[config.mk]
export PLATFORM = sky130hd
export DESIGN_NAME = multi_cycle_ctrl
export DESIGN_NICKNAME = d
export VERILOG_FILES = /design/src/rtl/multi_cycle_ctrl.sv
export SDC_FILE = /design/constraint.sdc
export NUM_CORES = 1
export LEC_CHECK = 0
export ABC_AREA = 1
export BUFFER_PORTS_ARGS = -buffer_cell sky130_fd_sc_hd__buf_2
export CAP_MARGIN = 20
export CORE_AREA = 2 2 39 41
export DETAILED_ROUTE_END_ITERATION = 10
export DIE_AREA = 0 0 41 43
export HOLD_SLACK_MARGIN = 0.03
export PLACE_DENSITY = 0.66
export REMOVE_ABC_BUFFERS = 1
export SETUP_SLACK_MARGIN = 0.5
export SLEW_MARGIN = 30
export SYNTH_ARGS = -nofsm -noshare
export SYNTH_HDL_FRONTEND = slang
export SYNTH_SLANG_ARGS = --single-unit
[constraint.sdc]
create_clock -name clk -period 1.2 [get_ports clk]
set_clock_uncertainty 0.2 [all_clocks]
set_input_delay 0.24 -clock clk [delete_from_list [all_inputs] [get_ports clk]]
set_output_delay 0.24 -clock clk [all_outputs]
set_load 0.01 [all_outputs]
[src/rtl/multi_cycle_ctrl.sv]
// multi_cycle_ctrl: main control FSM of the multicycle MIPS core.
// One microstep per clock; drives datapath enables and mux selects.
//
// Ports:
//   clk, rst     clock, synchronous active-high reset
//   op[5:0]      opcode from IR[31:26]
//   zero         ALU zero flag (feeds pc_en in BEQ)
//   pc_en ir_wr mem_wr reg_wr   register/memory strobes
//   iord reg_dst mem_to_reg alu_src_a alu_src_b alu_op pc_src  selects
//   illegal      one-cycle pulse in DECODE on an unknown opcode
//   state[3:0]   current state for debug
//
// Build option: define MULTI_CTRL_ADDI_EN to add the addi path
// (IMMEX/IMMWB). Without it, addi decodes as illegal.

module multi_cycle_ctrl (
  input  logic       clk,
  input  logic       rst,
  input  logic [5:0] op,
  input  logic       zero,
  output logic       pc_en,
  output logic       ir_wr,
  output logic       mem_wr,
  output logic       iord,
  output logic       reg_wr,
  output logic       reg_dst,
  output logic       mem_to_reg,
  output logic       alu_src_a,
  output logic [1:0] alu_src_b,
  output logic [1:0] alu_op,
  output logic [1:0] pc_src,
  output logic       illegal,
  output logic [3:0] state
);

  localparam logic [3:0] S_FETCH  = 4'd0;
  localparam logic [3:0] S_DECODE = 4'd1;
  localparam logic [3:0] S_MEMADR = 4'd2;
  localparam logic [3:0] S_MEMRD  = 4'd3;
  localparam logic [3:0] S_MEMWB  = 4'd4;
  localparam logic [3:0] S_MEMWR  = 4'd5;
  localparam logic [3:0] S_EXEC   = 4'd6;
  localparam logic [3:0] S_ALUWB  = 4'd7;
  localparam logic [3:0] S_BEQ    = 4'd8;
`ifdef MULTI_CTRL_ADDI_EN
  localparam logic [3:0] S_IMMEX  = 4'd9;
  localparam logic [3:0] S_IMMWB  = 4'd10;
  localparam logic [5:0] OP_ADDI  = 6'b001000;
`endif
  localparam logic [3:0] S_JUMP   = 4'd11;

  localparam logic [5:0] OP_LW  = 6'b100011;
  localparam logic [5:0] OP_SW  = 6'b101011;
  localparam logic [5:0] OP_R   = 6'b000000;
  localparam logic [5:0] OP_BEQ = 6'b000100;
  localparam logic [5:0] OP_J   = 6'b000010;

  logic [3:0] nxt;
  logic       dec_ill;
  logic       pc_write;
  logic       branch;
  logic       ir_raw;
  logic       mem_wr_raw;
  logic       reg_wr_raw;

  always_ff @(posedge clk) begin
    if (rst) state <= S_FETCH;
    else     state <= nxt;
  end

  always_comb begin
    nxt     = S_FETCH;
    dec_ill = 1'b0;
    case (state)
      S_FETCH: nxt = S_DECODE;
      S_DECODE: begin
        unique case (1'b1)
          (op == OP_LW),
          (op == OP_SW):  nxt = S_MEMADR;
          (op == OP_R):   nxt = S_EXEC;
          (op == OP_BEQ): nxt = S_BEQ;
          (op == OP_J):   nxt = S_JUMP;
`ifdef MULTI_CTRL_ADDI_EN
          (op == OP_ADDI): nxt = S_IMMEX;
`endif
          default: dec_ill = 1'b1;
        endcase
      end
      S_MEMADR: nxt = (op == OP_LW) ? S_MEMRD : S_MEMWR;
      S_MEMRD:  nxt = S_MEMWB;
      S_EXEC:   nxt = S_ALUWB;
`ifdef MULTI_CTRL_ADDI_EN
      S_IMMEX:  nxt = S_IMMWB;
`endif
      default:  nxt = S_FETCH;
    endcase
  end

  always_comb begin
    pc_write   = 1'b0;
    branch     = 1'b0;
    ir_raw     = 1'b0;
    mem_wr_raw = 1'b0;
    reg_wr_raw = 1'b0;
    iord       = 1'b0;
    reg_dst    = 1'b0;
    mem_to_reg = 1'b0;
    alu_src_a  = 1'b0;
    alu_src_b  = 2'b00;
    alu_op     = 2'b00;
    pc_src     = 2'b00;
    case (state)
      S_FETCH: begin
        ir_raw    = 1'b1;
        pc_write  = 1'b1;
        alu_src_b = 2'b01;
      end
      S_DECODE: alu_src_b = 2'b11;
      S_MEMADR: begin
        alu_src_a = 1'b1;
        alu_src_b = 2'b10;
      end
      S_MEMRD: iord = 1'b1;
      S_MEMWB: begin
        reg_wr_raw = 1'b1;
        mem_to_reg = 1'b1;
      end
      S_MEMWR: begin
        iord       = 1'b1;
        mem_wr_raw = 1'b1;
      end
      S_EXEC: begin
        alu_src_a = 1'b1;
        alu_op    = 2'b10;
      end
      S_ALUWB: begin
        reg_wr_raw = 1'b1;
        reg_dst    = 1'b1;
      end
      S_BEQ: begin
        alu_src_a = 1'b1;
        alu_op    = 2'b01;
        pc_src    = 2'b01;
        branch    = 1'b1;
      end
`ifdef MULTI_CTRL_ADDI_EN
      S_IMMEX: begin
        alu_src_a = 1'b1;
        alu_src_b = 2'b10;
      end
      S_IMMWB: reg_wr_raw = 1'b1;
`endif
      S_JUMP: begin
        pc_src   = 2'b10;
        pc_write = 1'b1;
      end
      default: ;
    endcase
  end

  // Strobes are gated by rst so nothing writes while reset is held,
  // including the cycle in which reset aborts an instruction.
  assign pc_en   = (pc_write | (branch & zero)) & ~rst;
  assign ir_wr   = ir_raw & ~rst;
  assign mem_wr  = mem_wr_raw & ~rst;
  assign reg_wr  = reg_wr_raw & ~rst;
  assign illegal = dec_ill & ~rst;

endmodule
After elaboration in Yosys (flattened, before gate mapping)
Cells that the tools add are included.
{"block": "op_classes", "eq_ne": 13, "muxes": 17, "bitwise": 8, "n_reduce_logical": 8}
{"op": "one-hot mux 4 bit (5 select lines)", "count": 1}
{"op": "equality test 4 x 3 -> 1 bit, second input constant", "count": 4}
{"op": "one-hot mux 4 bit (4 select lines)", "count": 1}
{"op": "equality test 6 bit, second input constant", "count": 2}
{"op": "two-way mux 1 bit", "count": 11}
{"op": "equality test 4 x 2 -> 1 bit, second input constant", "count": 2}
{"op": "equality test 4 bit, second input constant", "count": 2}
{"op": "one-hot mux 2 bit (2 select lines)", "count": 2}
{"op": "OR reduction 2 bit", "count": 4}
{"op": "AND 1 bit", "count": 6}
{"op": "equality test 6 x 2 -> 1 bit, second input constant", "count": 1}
{"op": "equality test 6 x 3 -> 1 bit, second input constant", "count": 1}
{"op": "logical NOT 6 bit", "count": 1}
{"op": "one-hot mux 2 bit (3 select lines)", "count": 1}
{"op": "OR reduction 5 bit", "count": 1}
{"op": "equality test 4 x 1 -> 1 bit, second input constant", "count": 1}
{"op": "logical NOT 4 bit", "count": 1}
{"op": "two-way mux 3 bit", "count": 1}
{"op": "OR reduction 3 bit", "count": 1}
{"op": "inverter 1 bit", "count": 1}
{"op": "bitwise OR 1 bit", "count": 1}
{"block": "totals", "regBits": 4, "elab_cells": 47}

Longest topological paths before layout
Gate-level depths: netlist of the first run.
{"block": "logic_depth", "depth_word": 5, "ltp_mapped": 8}

Worst setup path before layout of the first run
OpenSTA, ideal clock, no wires.
{"block": "synth_timing", "kind": "reg-to-output", "start": "reg state[1]", "end": "out pc_en", "t_arrival_ns": 1.123, "slack_ns": -0.363, "stages_incl_launch_ff": 5, "n_path_buf": 0, "path_cell_list": "dfxtp_1 -> nand2_2 -> nor2_1 -> a21oi_1 -> a21oi_1"}
{"block": "synth_between", "elab_chain_cells": 5, "elab_cells_between_ends": 9}
{"element": "start: declaration", "line": "33", "source": "output logic [3:0] state"}
{"element": "start signal: assignment", "line": "68", "source": "else state <= nxt;"}
{"element": "equality test 4 bit or logical NOT 4 bit (tied branches)", "line": "112", "source": "case (state)"}
{"element": "OR reduction 2 bit (no line) or two-way mux 1 bit (tied branches)"}
{"element": "two-way mux 1 bit or AND 1 bit (tied branches)", "line": "112, 163"}
{"element": "bitwise OR 1 bit (*)", "line": "163", "source": "assign pc_en = (pc_write | (branch & zero)) & ~rst;"}
{"element": "AND 1 bit (*)", "line": "163"}
{"element": "end: declaration", "line": "21", "source": "output logic pc_en,"}
Mark *: on every way between the ends. The rest lies on a longest branch, timed or not.

Worst setup path in the final report of the first run
{"block": "layout_timing", "start": "reg state[3]", "end": "out illegal"}
{"block": "layout_between", "elab_chain_cells": 3}
{"element": "equality test 4 x 1 -> 1 bit", "line": "74", "source": "case (state)"}
{"element": "two-way mux 1 bit", "line": "74"}
{"element": "AND 1 bit", "line": "167", "source": "assign illegal = dec_ill & ~rst;"}
{"element": "end: declaration", "line": "32", "source": "output logic illegal,"}
Every way passes these cells.

==> metrics, run 1 <==
vias in the first global route=579; Post-synth top cells=22 x nor2_1, 18 x nand2_1, 11 x inv_1, 5 x nand3_1; hold crit path type=in2reg; min Tclk post-route=1.73 ns; EDFF count, synth=0; vias per cell=4.57; via count=695; worst endpoint required time=0.76 ns; Fmax achieved=0.579 GHz; clock tree buffer depth=2; Antenna Nets Post-Route=0; fill cell count=131; Die Y=43 um; Iter 0 DRT Violations=12; DP HPWL=1080 um; maxcap violations=0; Cell Pwr Density=546 mW/mm^2; core area=0.00138 mm^2; WL final=1480 um; maximum vdd drop=0.541 mV; outcome=finished, violations left; die area=0.00176 mm^2; n_diodes=0; clock tree from TritonCTS=yes; CP Launch Type=flop; Cell Area, Synth=425 um^2; Final Instance Area=920 um^2; sequential fraction of the synthesis area=18.8%; flip-flop count of the largest register after layout=4; Crit. End Element=output port; CP arrival=1.29 ns; fin. max-slew vios=0; Setup Viol. Count Final=22; Biggest register=state; power consumption=502 uW; wire per inst=9.75 um; CTS Buf Count=3; Slew @ Worst Pin=0.200 ns; total global routing overflow=0; Crit Path Class=reg2out; FP Rows=14; worst path cell trace=inv_2 > nand2_4 > nor3_4 > nand2_2 > nor3_2 > buf_2; YS warnings=0; Post-Syn Instances=82; count leader, synth=nor2_1; Buffers & Inverters on Critical Path=2; Crit path largest cell delay=0.33 ns; clk sinks=4; Clock Latency Late Sink=0.23 ns; RePlAce Congestion=0.716; initial antenna violation count=0; Synth area leaders=nor2_1 19%, dfxtp_1 19%, nand2_1 16%; slew margin rel.=86.6%; Yosys top cell by area=nor2_1; Yosys top cell area share=19.4%; final worst-path cycle share=144%; dominant synthesized flop cell=dfxtp_1; # port buffers=27; Area after DPL=716 um^2; First-pass DRT Iterations=4; Total GRT Usage=17.0%; Distinct cells, synth=16; Layout area overhead=116%; Critical-path top delay cell=dfxtp_2; pin count of the biggest net entering global routing=7; share of cells above drive strength 1=61.0%; Synth Register Bits=4; pre-CTS worst setup slack=-0.316 ns; # DRC=0; chip width=41 um; IO Pins=28; Avg Inst Size Synth=5.19 um^2; crit-path max FO=3; root buf cell=clkbuf_4; top flop regs=state (4); P_leak=0.504 nW; initial core utilization=30.7%; failing checks=negative setup slack; final worst setup slack=-0.528 ns; Final nets=147; H-tree depth=1; Worst path top cell family by delay=simple AND/OR/NAND/NOR gates; first-pass GRT wire length=2080 um; final number of hold-violating endpoints=0; post-synthesis async set-or-reset flop share=0%; RSZ-0062 raised after global routing=yes; CTS clk-pin slew, worst paths=0.04 ns
[timing repair]
item | 4_1_cts | 5_1_grt
hold endpoints to repair | 0 | 0
pin swaps | 5 | 9
endpoints found under the setup margin | 23 | 23
hold buffers | 0 | 0
resized for setup | 16 | 26
setup buffers | 2 | 4
cloned | 0 | 0
[routing by layer]
layer | routed length, um | up-vias | GRT usage (%)
li1 | - | 361 | -
met1 | 544 | 299 | 17.0
met3 | 90 | 4 | 1.57
met4 | 24 | 0 | 7.33
met2 | 822 | 31 | 31.9
met5 | 0 | - | 0
[area by class of cell]
type                    instances  area, um^2  area share [%]
inverters                      15        61.3            6.67
flip-flops and latches          4        90.1            9.80
well taps                      16        20.0            2.18
repair buffers                 51         369            40.1
clock buffers                   3        22.5            2.45
multi-input cells              63         357            38.8
[worst register-to-register path: cells and delay by family (launching register included)]
kind                   cells  cell delay (ns)
and+or+nand+nor            2             0.13
buffers and inverters      5             0.51
DFF                        1             0.33
AOI/OAI and AO/OA          1             0.14
[power by group]
group | total [mW] | switching [mW] | internal [mW]
Sequential | 0.141 | 0.00560 | 0.136
Combinational | 0.196 | 0.0904 | 0.106
Clock | 0.164 | 0.0527 | 0.112
[cells by family after synthesis]
| kind of cell | synth area share, % |
|---|---|
| AND/OR/NAND/NOR | 60.6 |
| buffers and inverters | 13.2 |
| AO/OA/AOI/OAI | 7.35 |
| flip-flops | 18.8 |
[per-stage QoR]
step / utilization, % / hold slack [ns] / std cells / TNS [ns]
floorplan: - / 0.109 / 82 / -2.21
global placement: 51.7 / 0.338 / 143 / -2.78
detailed placement: 51.7 / 0.339 / 143 / -3.12
CTS: 57.5 / 0.0969 / 148 / -6.58
global route: 66.5 / 0.134 / 152 / -8.12
finish: 66.5 / 0.119 / 152 / -6.69
[path summary, 6_finish.rpt]
kind / from / to / cells past startpoint / slack, ns
max: state[3]$_SDFF_PP0_ / illegal / 6 / -0.53
min: rst / state[2]$_SDFF_PP0_ / 4 / 0.12
max reg2reg: state[3]$_SDFF_PP0_ / state[0]$_SDFF_PP0_ / 8 / -0.21
min reg2reg: state[1]$_SDFF_PP0_ / state[3]$_SDFF_PP0_ / 4 / 0.51
[layout by cell type (no fill, tap or decap), types with 3 or more instances in the layout]
cell       n
buf_6     11
buf_4     18
nand2_1   15
nand3_1    5
inv_2      4
buf_2     22
inv_1      9
nand2_2    4
nor2_4     5
clkbuf_4   3
nor2_2     4
nor2_1    17
Note: power is estimated with default switching activity, not from simulation.
==> inputs of run 2 (changes only) <==
--- a/config.mk
+++ b/config.mk
@@ -9,10 +9,10 @@
 export BUFFER_PORTS_ARGS = -buffer_cell sky130_fd_sc_hd__buf_2
 export CAP_MARGIN = 20
 export CORE_AREA = 2 2 39 41
+export CTS_CLUSTER_DIAMETER = 50
 export DETAILED_ROUTE_END_ITERATION = 10
 export DIE_AREA = 0 0 41 43
 export HOLD_SLACK_MARGIN = 0.03
-export PLACE_DENSITY = 0.66
 export REMOVE_ABC_BUFFERS = 1
 export SETUP_SLACK_MARGIN = 0.5
 export SLEW_MARGIN = 30
==> constraint.sdc (replaced) <==
create_clock -name clk -period 1.6 [get_ports clk]
set_clock_uncertainty 0.2 [all_clocks]
set_input_delay 0.32 -clock clk [delete_from_list [all_inputs] [get_ports clk]]
set_output_delay 0.32 -clock clk [all_outputs]
set_load 0.01 [all_outputs]
==> run 2 against run 1 <==
The flow still finishes with violations (negative setup slack). Critical path depth unchanged. Power decreased by 32%. Combinational power decreased by 39%. Largest power group unchanged. Via count decreased by 12%. Design area decreased by 15%.
==> metrics, run 2 (synthesized netlist as in run 1, its figures left out) <==
flip-flop count of the largest register after layout=4 (unchanged); CTS clk-pin slew, worst paths=0.03 ns (about the same); H-tree depth=1 (unchanged); IO Pins=28 (unchanged); die area=0.00176 mm^2 (unchanged); # port buffers=27 (unchanged); Layout area overhead=84.7%; FP Rows=14 (unchanged); hold crit path type=in2reg; Final Instance Area=786 um^2 (-15%); clk sinks=4 (unchanged); Area after DPL=633 um^2 (-12%); Slew @ Worst Pin=0.183 ns (-0.0169 ns); Total GRT Usage=14.1% (-2.9 points); fin. max-slew vios=0 (unchanged); share of cells above drive strength 1=56.1% (-4.9 points); vias per cell=4.40 (-3.7%); RePlAce Congestion=0.726 (+1.3%); Die Y=43 um (unchanged); DP HPWL=998 um (-7.9%); P_leak=0.444 nW (-12%); Biggest register=state; # DRC=0 (unchanged); maximum vdd drop=0.307 mV (-43%); Antenna Nets Post-Route=0 (unchanged); total global routing overflow=0 (unchanged); wire per inst=9.28 um (-4.8%); First-pass DRT Iterations=6 (+2); CP Launch Type=flop; Final Non-Filler Cells=139 (-8.6%); first-pass GRT wire length=1770 um (-15%); failing checks=negative setup slack; commonest non-fill, non-tap cell in the layout=buf_2; final worst setup slack=-0.152 ns (+0.376 ns); utilization after layout=56.8% (-9.7 points); Final nets=134 (-8.8%); most frequent cells in the layout=23 x buf_2, 20 x nor2_1, 14 x nand2_1, 10 x buf_6, 9 x inv_1; crit-path max FO=4 (+1); core area=0.00138 mm^2 (unchanged); root buf cell=clkbuf_4; CP arrival=1.23 ns (-0.06 ns); slew margin rel.=87.8% (+1.1 points); top flop regs=state (4); Cell Pwr Density=437 mW/mm^2 (-20%); final worst-path cycle share=109%; initial core utilization=30.7% (unchanged); min Tclk post-route=1.75 ns; clock tree from TritonCTS=yes; RSZ-0062 raised after global routing=yes; maxcap violations=0 (unchanged); via count=612 (-12%); Fmax achieved=0.571 GHz; Setup Viol. Count Final=10 (-55%); Crit Path Class=reg2out; outcome=finished, violations left; hold buffer count at cts=0 (unchanged); power consumption=343 uW (-32%); Iter 0 DRT Violations=8 (-4); Final Hold Slack=0.175 ns (+0.0561 ns); CTS Buf Count=3 (unchanged); worst endpoint required time=1.08 ns (+0.32 ns); placed cells=132 (-7.7%); chip width=41 um (unchanged); pin count of the biggest net entering global routing=7 (unchanged); clock tree buffer depth=2 (unchanged); vias in the first global route=465 (-20%); WL final=1290 um (-13%); Crit. End Element=output port; n_diodes=0 (unchanged); final number of hold-violating endpoints=0 (unchanged); Clock Latency Late Sink=0.22 ns (about the same); initial antenna violation count=0 (unchanged)
## run 2: changes by cell type in the layout (fill, tap and decap cells not counted), moves of 2 or more
cell	delta
inv_4	-2
buf_4	-13
nor2_4	-3
nor2_1	+3
nand2_2	+2
inv_2	+2
## run 2: layer usage
layer,wire [um],share of wire (%),vias to the layer above,global-route usage [%]
met5,0,0,-,0
met4,0,0,0,2.00
met3,113,8.8,0,3.66
met2,658,51,26,24.7
met1,517,40,251,16.5
li1,-,-,335,-
## run 2: path summary, 6_finish.rpt
path | start | cells past startpoint | slack [ns] | end
max | state[3]$_SDFF_PP0_ | 6 | -0.15 | pc_en
min | rst | 4 | 0.18 | state[2]$_SDFF_PP0_
max reg2reg | state[0]$_SDFF_PP0_ | 8 | 0.25 | state[1]$_SDFF_PP0_
min reg2reg | state[1]$_SDFF_PP0_ | 3 | 0.42 | state[3]$_SDFF_PP0_
## run 2: critical path, stage by stage (launching register included)
cell     delay, ns
dfxtp_2       0.35
buf_6         0.10
nand2_1       0.10
nor2_2        0.13
nand2_1       0.05
a21oi_1       0.13
buf_2         0.14
## run 2: report_power, final
group / leakage [nW] / internal [mW] / total, mW / switching, mW
clock network: 0.0138 / 0.0834 / 0.117 / 0.0338
registers: 0.0346 / 0.102 / 0.106 / 0.00410
logic: 0.396 / 0.0591 / 0.120 / 0.0607
## run 2: what timing repair did
item	CTS	global route
cloned	0	0
setup endpoints to repair	23	23
pin swaps	9	2
gates resized for setup	22	9
buffers inserted	3	1
## run 2: area by class of cell
class | instances | area [um^2]
Fill cell | 135 | 598
Multi-Input combinational cell | 63 | 334
Timing Repair Buffer | 38 | 265
Sequential cell | 4 | 87.6
Inverter | 15 | 56.3
Clock buffer | 3 | 22.5
Tap cell | 16 | 20.0
## run 2: metrics by stage
stage / worst slack [ns] / TNS (ns)
after global routing: -0.242 / -1.83
after detailed placement: -0.00331 / -0.00331
after CTS: -0.156 / -0.782
after floorplan: -0.0429 / -0.0642
after global placement: -0.0160 / -0.0160
final: -0.152 / -0.907
==> inputs of run 3 (changes only) <==
--- a/config.mk
+++ b/config.mk
@@ -6,7 +6,7 @@
 export NUM_CORES = 1
 export LEC_CHECK = 0
 export ABC_AREA = 1
-export BUFFER_PORTS_ARGS = -buffer_cell sky130_fd_sc_hd__buf_2
+export BUFFER_PORTS_ARGS = -buffer_cell sky130_fd_sc_hd__buf_4
 export CAP_MARGIN = 20
 export CORE_AREA = 2 2 39 41
 export CTS_CLUSTER_DIAMETER = 50
==> constraint.sdc (replaced) <==
create_clock -name clk -period 1.6 [get_ports clk]
set_clock_uncertainty 0.2 [all_clocks]
set_input_delay 0.32 -clock clk [delete_from_list [all_inputs] [get_ports clk]]
set_output_delay 0.32 -clock clk [all_outputs]
set_load 0.1 [all_outputs]
==> run 3 against run 2 <==
The flow now stops in global routing (5_1_grt). Synthesized cell count stayed put. Synthesized area stayed put.
==> metrics, run 3 <==
Avg Inst Size Synth=5.19 um^2 (unchanged); Worst End Pin Type=output port; GR repair worst EP=illegal; EDFF count, synth=0 (unchanged); Distinct cells, synth=16 (unchanged); pin count of the biggest net entering global routing=7; H-tree depth=1 (unchanged); CTS Buf Count=3 (unchanged); FP Rows=14 (unchanged); outcome=stopped before the end; # port buffers=27 (unchanged); dominant synthesized flop cell=dfxtp_1; clock tree buffer depth=2 (unchanged); Synth area leaders=nor2_1 19%, dfxtp_1 19%, nand2_1 16%; Yosys top cell area share=19.4% (unchanged); Post-synth top cells=22 x nor2_1, 18 x nand2_1, 11 x inv_1, 5 x nand3_1; Yosys top cell by area=nor2_1; root buf cell=clkbuf_4; pre-CTS worst setup slack=-0.134 ns (-0.131 ns); Failed at=global routing (5_1_grt); initial core utilization=30.7% (unchanged); RePlAce Congestion=0.754 (+3.9%); DP HPWL=1140 um (+14%); IO Pins=28 (unchanged); chip width=41 um (unchanged); Die Y=43 um (unchanged); clk sinks=4 (unchanged); YS warnings=0 (unchanged); Cell Area, Synth=425 um^2 (unchanged); Synth Register Bits=4 (unchanged); Post-Syn Instances=82 (unchanged); sequential fraction of the synthesis area=18.8% (unchanged); count leader, synth=nor2_1; post-synthesis async set-or-reset flop share=0% (unchanged); tool error=[ERROR DPL-0038] Utilization greater than 100%, impossible to legalize
[run 3: cell counts after synthesis]
Identical to the previous run, type by type.
[run 3: per-stage QoR]
stage               TNS [ns]  std cells  hold WS [ns]  area (um^2)  utilization (%)
CTS                    -2.53        157         0.169         1160             83.5
detailed placement    -0.745        147         0.414          813             58.8
global placement      -0.695        147         0.410          813             58.8
floorplan             -27.61         82         0.189          425                -
[run 3: cell families after synthesis]
group,share of synthesized area (%)
AOI/OAI and AO/OA,7.35
DFF,18.8
and+or+nand+nor,60.6
buffers and inverters,13.2
[run 3: repair_timing]
action,CTS
buffers inserted,7
setup endpoints to repair,23
hold endpoints to repair,0
hold buffers,0
gates resized for setup,75
pin swaps,5
==> inputs of run 4 (changes only) <==
--- a/config.mk
+++ b/config.mk
@@ -8,13 +8,11 @@
 export ABC_AREA = 1
 export BUFFER_PORTS_ARGS = -buffer_cell sky130_fd_sc_hd__buf_4
 export CAP_MARGIN = 20
-export CORE_AREA = 2 2 39 41
-export CTS_CLUSTER_DIAMETER = 50
+export CORE_AREA = 2 2 63 65
 export DETAILED_ROUTE_END_ITERATION = 10
-export DIE_AREA = 0 0 41 43
-export HOLD_SLACK_MARGIN = 0.03
+export DIE_AREA = 0 0 65 67
+export PLACE_DENSITY_LB_ADDON = 0.15
 export REMOVE_ABC_BUFFERS = 1
-export SETUP_SLACK_MARGIN = 0.5
 export SLEW_MARGIN = 30
 export SYNTH_ARGS = -nofsm -noshare
 export SYNTH_HDL_FRONTEND = slang
==> run 4 against run 3 <==
The flow now finishes, with violations (negative setup slack).
==> metrics, run 4 (synthesized netlist as in run 1, its figures left out) <==
worst endpoint required time=1.08 ns; Biggest register=state; Total GRT Usage=8.11%; Setup Viol. Count Final=15; via count=754; # DRC=0; part of the power in registers=16.8%; R2R Path End=state[3]$_SDFF_PP0_; maxcap violations=0; total negative setup slack=-2.87 ns; fin. max-slew vios=0; # port buffers=27 (unchanged); clock tree buffer depth=2 (unchanged); hold crit path type=in2reg; Fmax achieved=0.525 GHz; flip-flop count of the largest register after layout=4; Slew @ Worst Pin=0.271 ns; maximum vdd drop=0.173 mV; most frequent cells in the layout=41 x buf_4, 14 x buf_12, 14 x buf_6, 13 x nand2_1; NetSw=236 uW; Crit Path Class=reg2out; power consumption=637 uW; top flop regs=state (4); Clock Latency Late Sink=0.22 ns; R2R depth=9; n_diodes=0; die area=0.00436 mm^2; initial core utilization=11.8% (-19 points); CP Launch Type=flop; H-tree depth=1 (unchanged); clock tree from TritonCTS=yes; Final nets=166; final number of hold-violating endpoints=0; Iter 0 DRT Violations=8; RSZ-0062 raised after global routing=yes; switching share of power=37.0%; placed cells=188 (+28%); Final Non-Filler Cells=203; commonest non-fill, non-tap cell in the layout=buf_4; min-delay src=rst; share of cells above drive strength 1=72.3%; initial antenna violation count=0; RePlAce Congestion=0.733 (-2.8%); Layout area overhead=252%; final worst-path cycle share=119%; worst hold stages=4; final worst setup slack=-0.306 ns; CTS Buf Count=3 (unchanged); clk sinks=4 (unchanged); failing checks=negative setup slack; clock share of power=32.5%; core area=0.00361 mm^2; Die Y=67 um (+56%); IO Pins=28 (unchanged); utilization after layout=41.5%; min Tclk post-route=1.91 ns; total global routing overflow=0; combinational power share=50.7%; FP Rows=22 (+8); Internal=401 uW; CTS clk-pin slew, worst paths=0.03 ns; reg2reg setup slack=0.07 ns; first-pass GRT wire length=2690 um; Antenna Nets Post-Route=0; Cell Pwr Density=426 mW/mm^2; Crit. End Element=output port; root buf cell=clkbuf_8; crit-path max FO=4; slew margin rel.=81.8%; Hold Path End=state[2]$_SDFF_PP0_; vias per cell=3.71; P_leak=0.707 nW; chip width=65 um (+59%); vias in the first global route=666; WL final=1980 um; pin count of the biggest net entering global routing=7; outcome=finished, violations left; wire per inst=9.76 um; worst reg2reg path startpoint=state[3]$_SDFF_PP0_; CP arrival=1.39 ns; First-pass DRT Iterations=4; DP HPWL=1350 um (+19%)
==> run 4: area by class of cell <==
type                       instances  area [um^2]
clock buffer                       3         41.3
fill                             379         2110
inverter                          15         68.8
sequential                         4         92.6
timing repair buffer              70          761
multi-input combinational         63          473
tap                               48         60.1
==> run 4: through the flow <==
stage / setup WS, ns / cell area (um^2) / hold WS, ns
after floorplan: -3.07 / 425 / 0.189
after global placement: -0.161 / 921 / 0.409
after detailed placement: -0.180 / 921 / 0.397
after CTS: -0.317 / 1200 / 0.169
after global routing: -0.384 / 1500 / 0.220
final: -0.306 / 1500 / 0.201
==> run 4: power by group through the flow <==
stage / registers, mW / clock network [mW] / logic (mW)
detailed placement: 0.108 / 0 / 0.217
CTS: 0.108 / 0.211 / 0.258
global placement: 0.108 / 0 / 0.218
global route: 0.108 / 0.222 / 0.340
floorplan: 0.129 / 0 / 0.113
finish: 0.107 / 0.207 / 0.323
==> run 4: worst max path at each step <==
stage	start	endpoint	slack (ns)	cells past startpoint
after floorplan	state[1]$_SDFF_PP0_	pc_en	-3.07	4
after global placement	state[3]$_SDFF_PP0_	alu_src_b[1]	-0.16	6
after detailed placement	state[0]$_SDFF_PP0_	pc_en	-0.18	6
after CTS	state[2]$_SDFF_PP0_	pc_en	-0.32	6
after global routing	state[0]$_SDFF_PP0_	illegal	-0.38	5
final	state[3]$_SDFF_PP0_	illegal	-0.31	6
==> run 4: per-layer routing <==
| layer | wire length [um] | global-route usage (%) | vias up |
|---|---|---|---|
| met3 | 129 | 2.20 | 3 |
| met4 | 16 | 3.99 | 0 |
| met2 | 1120 | 14.6 | 28 |
| met1 | 715 | 8.73 | 329 |
| met5 | 0 | 0 | - |
| li1 | - | - | 394 |
==> run 4: worst max-delay path, stage by stage, from the launching register on <==
cell and delay, ns:
dfxtp_4 0.36, inv_4 0.06, nand2_4 0.06, nor3_4 0.15, nand2_2 0.11, nor3_4 0.23
buf_12 0.20
==> run 4: timing repair <==
item	in CTS	in global routing
setup buffers	8	8
gates resized for setup	51	67
hold buffers	0	0
endpoints found under the setup margin	16	16
pin swaps	3	10
